`config.mk`:
```
export PLATFORM = sky130hd
export DESIGN_NAME = rom_loader
export DESIGN_NICKNAME = d
export VERILOG_FILES = /design/src/rtl/rom_loader.sv
export SDC_FILE = /design/constraint.sdc
export NUM_CORES = 1
export LEC_CHECK = 0
export ABC_AREA = 1
export BUFFER_PORTS_ARGS = -buffer_cell sky130_fd_sc_hd__buf_2
export CORE_ASPECT_RATIO = 0.75
export CORE_MARGIN = 2
export CORE_UTILIZATION = 25
export CTS_CLUSTER_SIZE = 40
export DETAILED_ROUTE_END_ITERATION = 7
export PLACE_DENSITY = 0.42
export REMOVE_ABC_BUFFERS = 1
export SLEW_MARGIN = 15
export SYNTH_ARGS = -nofsm -noshare
export SYNTH_HDL_FRONTEND = slang
export SYNTH_SLANG_ARGS = --single-unit
export TNS_END_PERCENT = 100
```
`constraint.sdc`:
```
create_clock -name clk -period 4 [get_ports clk]
set_input_delay 0.8 -clock clk [delete_from_list [all_inputs] [get_ports clk]]
set_output_delay 0.8 -clock clk [all_outputs]
set_load 0.01 [all_outputs]
```
`src/rtl/rom_loader.sv`:
```
// rom_loader: UART-fed instruction ROM image loader that holds the core in reset until a checksummed image is written
module rom_loader #(
  parameter int CLKS_PER_BIT = 434,
  parameter int ADDR_W       = 12
) (
  input  logic              clk,
  input  logic              rst_n,
  input  logic              uart_rx,
  input  logic              load_en,
  output logic              rom_we_o,
  output logic [ADDR_W-1:0] rom_waddr_o,
  output logic [31:0]       rom_wdata_o,
  output logic              core_rst_n_o,
  output logic              load_busy_o,
  output logic              load_done_o,
  output logic              load_err_o
);
  localparam int CW = $clog2(CLKS_PER_BIT);
  localparam logic [CW-1:0] HALF_M1 = CW'(CLKS_PER_BIT / 2 - 1);
  localparam logic [CW-1:0] FULL_M1 = CW'(CLKS_PER_BIT - 1);
  localparam logic [16:0]   DEPTH   = 17'(2 ** ADDR_W);

  typedef enum logic [1:0] {R_IDLE, R_START, R_DATA, R_STOP} rx_state_e;
  typedef enum logic [2:0] {S_IDLE, S_LEN0, S_LEN1, S_DATA, S_CSUM, S_DONE, S_ERR} state_e;

  logic [2:0]    sync_q;
  rx_state_e     rx_st_q, rx_st_d;
  logic [CW-1:0] rx_cnt_q, rx_cnt_d;
  logic [2:0]    rx_bit_q, rx_bit_d;
  logic [7:0]    rx_sh_q, rx_sh_d;
  logic          rx_valid_q, rx_valid_d;
  logic          rx_ferr_q, rx_ferr_d;

  state_e            state_q, state_d;
  logic [ADDR_W-1:0] addr_q, addr_d;
  logic [15:0]       wcnt_q, wcnt_d;
  logic [15:0]       n_q, n_d;
  logic [7:0]        len_lo_q, len_lo_d;
  logic [1:0]        lane_q, lane_d;
  logic [31:0]       word_q, word_d;
  logic [7:0]        xor_q, xor_d;
  logic              we_q, we_d;
  logic [31:0]       wdata_q, wdata_d;
  logic              core_rst_n_q, busy_q, done_q, err_q;
  logic [15:0]       n_new;
  logic              rx_in, rx_fall;

  assign rx_in   = sync_q[1];
  assign rx_fall = sync_q[2] & ~sync_q[1];
  assign n_new   = {rx_sh_q, len_lo_q};

  // Receiver: wait for a falling edge, re-check the start bit at half a bit, then sample each bit at its middle
  always_comb begin
    rx_st_d    = rx_st_q;
    rx_cnt_d   = rx_cnt_q + CW'(1);
    rx_bit_d   = rx_bit_q;
    rx_sh_d    = rx_sh_q;
    rx_valid_d = 1'b0;
    rx_ferr_d  = 1'b0;
    case (rx_st_q)
      R_IDLE: begin
        rx_cnt_d = '0;
        rx_st_d  = rx_fall ? R_START : R_IDLE;
      end
      R_START:
        if (rx_cnt_q == HALF_M1) begin
          rx_cnt_d = '0;
          rx_bit_d = '0;
          rx_st_d  = rx_in ? R_IDLE : R_DATA;
        end
      R_DATA:
        if (rx_cnt_q == FULL_M1) begin
          rx_cnt_d = '0;
          rx_sh_d  = {rx_in, rx_sh_q[7:1]};
          rx_bit_d = rx_bit_q + 3'd1;
          rx_st_d  = (rx_bit_q == 3'd7) ? R_STOP : R_DATA;
        end
      default:
        if (rx_cnt_q == FULL_M1) begin
          rx_cnt_d   = '0;
          rx_valid_d = rx_in;
          rx_ferr_d  = ~rx_in;
          rx_st_d    = R_IDLE;
        end
    endcase
  end

  // Loader: parse length, assemble little-endian words, track XOR checksum, and decide the next load state
  always_comb begin
    state_d  = state_q;
    addr_d   = (we_q && ~&addr_q) ? addr_q + ADDR_W'(1) : addr_q;
    wcnt_d   = wcnt_q;
    n_d      = (state_q == S_LEN1 && rx_valid_q) ? n_new : n_q;
    len_lo_d = (state_q == S_LEN0 && rx_valid_q) ? rx_sh_q : len_lo_q;
    lane_d   = lane_q;
    word_d   = word_q;
    xor_d    = xor_q;
    we_d     = 1'b0;
    wdata_d  = wdata_q;
    case (state_q)
      S_IDLE:
        if (load_en) begin
          state_d = S_LEN0;
          addr_d  = '0;
          wcnt_d  = '0;
          lane_d  = '0;
          xor_d   = '0;
        end
      S_LEN0, S_LEN1, S_DATA, S_CSUM: begin
        if (state_q == S_DATA && rx_valid_q) begin
          word_d = {rx_sh_q, word_q[31:8]};
          xor_d  = xor_q ^ rx_sh_q;
          lane_d = lane_q + 2'd1;
          if (lane_q == 2'd3) begin
            we_d    = 1'b1;
            wdata_d = {rx_sh_q, word_q[31:8]};
            wcnt_d  = wcnt_q + 16'd1;
          end
        end
        if (!load_en) state_d = S_IDLE;
        else if (rx_ferr_q) state_d = S_ERR;
        else if (rx_valid_q)
          case (state_q)
            S_LEN0:  state_d = S_LEN1;
            S_LEN1:  state_d = (n_new == 16'd0 || {1'b0, n_new} > DEPTH) ? S_ERR : S_DATA;
            S_DATA:  state_d = (lane_q == 2'd3 && wcnt_q == n_q - 16'd1) ? S_CSUM : S_DATA;
            default: state_d = (rx_sh_q == xor_q) ? S_DONE : S_ERR;
          endcase
      end
      default: state_d = load_en ? state_q : S_IDLE;
    endcase
  end

  // Receiver state, synchronizer and byte pulses
  always_ff @(posedge clk or negedge rst_n) begin
    if (!rst_n) begin
      sync_q     <= 3'b111;
      rx_st_q    <= R_IDLE;
      rx_cnt_q   <= '0;
      rx_bit_q   <= '0;
      rx_sh_q    <= '0;
      rx_valid_q <= 1'b0;
      rx_ferr_q  <= 1'b0;
    end else begin
      sync_q     <= {sync_q[1:0], uart_rx};
      rx_st_q    <= rx_st_d;
      rx_cnt_q   <= rx_cnt_d;
      rx_bit_q   <= rx_bit_d;
      rx_sh_q    <= rx_sh_d;
      rx_valid_q <= rx_valid_d;
      rx_ferr_q  <= rx_ferr_d;
    end
  end

  // Loader state, datapath and registered outputs derived from the next state
  always_ff @(posedge clk or negedge rst_n) begin
    if (!rst_n) begin
      state_q      <= S_IDLE;
      addr_q       <= '0;
      wcnt_q       <= '0;
      n_q          <= '0;
      len_lo_q     <= '0;
      lane_q       <= '0;
      word_q       <= '0;
      xor_q        <= '0;
      we_q         <= 1'b0;
      wdata_q      <= '0;
      core_rst_n_q <= 1'b0;
      busy_q       <= 1'b0;
      done_q       <= 1'b0;
      err_q        <= 1'b0;
    end else begin
      state_q      <= state_d;
      addr_q       <= addr_d;
      wcnt_q       <= wcnt_d;
      n_q          <= n_d;
      len_lo_q     <= len_lo_d;
      lane_q       <= lane_d;
      word_q       <= word_d;
      xor_q        <= xor_d;
      we_q         <= we_d;
      wdata_q      <= wdata_d;
      core_rst_n_q <= (state_d == S_IDLE) || (state_d == S_DONE);
      busy_q       <= (state_d == S_LEN0) || (state_d == S_LEN1) || (state_d == S_DATA) || (state_d == S_CSUM);
      done_q       <= state_d == S_DONE;
      err_q        <= state_d == S_ERR;
    end
  end

  assign rom_we_o     = we_q;
  assign rom_waddr_o  = addr_q;
  assign rom_wdata_o  = wdata_q;
  assign core_rst_n_o = core_rst_n_q;
  assign load_busy_o  = busy_q;
  assign load_done_o  = done_q;
  assign load_err_o   = err_q;
endmodule

```
==> results.yml <==
power_and_ir_drop:
  p_switching_uw: 1070
  power.density_nw_per_um2: 435
  swShare: 0.291
  p_leak_uw: 0.00409
  pwr-share-comb: 0.105
  vdd_drop_max_mv: 0.266
  seqPwrFrac: 0.445
  p_clk_frac: 0.450
  intPower_uw: 2610
sta:
  maxSlewHeadroom: 0.424
  finalMaxSlewViolations: 0
  setup_viol: 0
  worstMarginPinSlew_ps: 862
  skew_ps: 7.70
  layout_worst_path_cycle_share: 0.621
  finalHoldWorstSlack_ps: 356
  fin_crit_ps: 2480
  timing.fmax_mhz: 403
  tns_ps: 0
  hold_viol: 0
  rsz0062_at_grt: "false"
floorplanning:
  io_pins: 53
  rows: 53
  start_util: 0.254
  die_area_um2: 29900
  fp.dieH_um: 150
  die_w_um: 199
  core_um2: 28000
setup_path:
  path_class: "reg -> reg"
  cp.required_ps: 4310
  end_kind: "register"
  start_kind: "register"
  critPathTopFamily: "simple AND/OR/NAND/NOR gates"
  slowest_stage: "dfrtp_1"
  crit_arrival_ps: 2790
  slowest_delay_ps: 390
  crit_buf_inv: 3
  critPathMaxFanout: 29
  cp_cell_sequence: "inv_2 > nand2_2 > nor2_1 > nand2_1 > buf_4 > nand2_2 > o21ai_2 > nor2_2 > inv_2 > nor4_4 > and3_2 > nand3_2 > xor2_1 > nor2_1"
global_route:
  grt_use_total: 0.123
  grt-ovfl-total: 0
  grt_pass1_vias: 5385
  grt_max_degree: 78
  grt_pass1_wl_um: 28500
  antenna_found_initial: 0
route:
  post_drt_wl_per_cell_um: 13.1
  drc: 0
  drt_iter0_drc: 364
  dr.pass1.iters: 5
  avgViaCountPerCell: 4.24
  num_vias: 5528
  wirelength_um: 17100
  drt.antenna.violating_nets: 0
finish:
  final_cell_mix: "nand2_1 (209), dfrtp_1 (150), o21ai_0 (114)"
  layout.cells.non_filler: 1305
  design_area_um2: 8450
  nets: 920
  seq_area_um2: 3830
  final_common_cell: "nand2_1"
  n_fill_cell: 2999
  multi_input_area_um2: 2790
  area_growth_pct: 18.6
  utilization: 0.302
  drive_above_1_share: 0.125
  antenna_cells: 0
clocking:
  cts-buffers-inserted: 17
  postCtsHoldBufs: 0
  cts-resized-gates: 0
  cts_sinks: 153
  cts_tree: "yes"
  clk_pin_slew_worst_paths_ps: 70
  clk_latency_ps: 430
  htreeDepth: 4
  clockBufferDepth: 2
  post_cts_buffers: 0
  cts-root-buf: "clkbuf_16"
logic_synthesis:
  synthFlopType: "dfrtp_1"
  synth_warnings: 0
  synthArstFlopShare: 1.00
  syn_area_per_cell_um2: 8.35
  synth_edf_count: 0
  yosysSeqAreaShare: 0.538
  ys_ff_latch: 153
  postSynthCellCount: 853
  netlist-cell-type-count: 43
  netlist_area_um2: 7120
outcome:
  status: "finished, final reports clean"
place:
  place_area_um2: 7840
  portBuffers: 52
  gp_congestion: 0.781
  place_inst: 1273
  dpl.hpwl_um: 11800
flow_run:
  cap_viol_max_count: 0
hold_path:
  hold_class: "reg -> reg"
state kept, by name, indices dropped and copies added, names as in the netlist, 3 cells and up:
signal,cells
rom_wdata_o,32
word_q,24
n_q,16
wcnt_q,16
rom_waddr_o,12
rx_cnt_q,9
len_lo_q,8
rx_sh_q,8
xor_q,8
rx_bit_q,3
state_q,3
sync_q,3
area by class of cell:
type | count | share of cell area
Sequential cell | 153 | 0.454
Clock inverter | 15 | 0.0216
Inverter | 110 | 0.0489
Timing Repair Buffer | 58 | 0.0384
Clock buffer | 17 | 0.0504
Multi-Input combinational cell | 567 | 0.330
Tap cell | 385 | 0.0570
through the flow:
step                      setup WS [ps]  power (uW)
after floorplan                    1350        1920
after global placement             1430        2060
after detailed placement           1380        2060
after CTS                          1510        3740
after global routing               1200        3850
final                              1520        3670
worst register-to-register path: stages (launching register included):
cell and delay [ps]:
dfrtp_1 390, inv_2 100, nand2_2 80, nor2_1 230, nand2_1 80, buf_4 250
nand2_2 130, o21ai_2 120, nor2_2 130, inv_2 70, nor4_4 230, and3_2 290
nand3_2 70, xor2_1 140, nor2_1 50
cells by family (layout without fill, tap and decap cells):
logic type	Yosys count	count (layout)	synth area share
buffers and inverters	133	200	0.0703
and+or+nand+nor	381	381	0.231
xor gates and xnor gates	24	24	0.0295
DFF	153	153	0.538
AOI/OAI and AO/OA	153	153	0.115
adders and majority gates	9	9	0.0158
power groups by stage:
stage / Sequential, uW / Combinational (uW) / Clock, uW
after global placement: 1670 / 396 / 0
final: 1640 / 387 / 1650
after CTS: 1640 / 393 / 1710
after global routing: 1640 / 438 / 1770
after detailed placement: 1660 / 392 / 0
after floorplan: 1660 / 256 / 0
routing by layer:
layer	GRT usage	vias up	routed length, um
li1	-	2865	-
met1	0.186	2582	9510
met2	0.173	71	6900
met3	0.0278	10	509
met4	0.0340	0	157
met5	0	-	0
final timing paths:
check                            endpoint  slack [ps]  depth (start not counted)        from
min                             sync_q[1]         360                          0   sync_q[0]
max                            wcnt_q[15]        1520                         14  state_q[0]
max in group asynchronous  rom_waddr_o[3]        2750                          2       rst_n
min in group asynchronous  rom_wdata_o[0]         400                          1       rst_n
max reg2reg                    wcnt_q[15]        1520                         14  state_q[0]
min reg2reg                     sync_q[1]         360                          0   sync_q[0]
cell usage after synthesis (7+ instances only):
cell type | count | area, um^2
nand2_1 | 209 | 785
dfrtp_1 | 150 | 3750
o21ai_0 | 114 | 571
inv_1 | 106 | 398
nor2_1 | 74 | 278
nand3_1 | 37 | 185
a21oi_1 | 21 | 105
clkbuf_1 | 21 | 78.8
nor3_1 | 19 | 95.1
xor2_1 | 14 | 123
nand4_1 | 12 | 75.1
xnor2_1 | 10 | 87.6
ha_1 | 9 | 113
nor4_1 | 7 | 43.8
(Power assumes the default switching activity.)
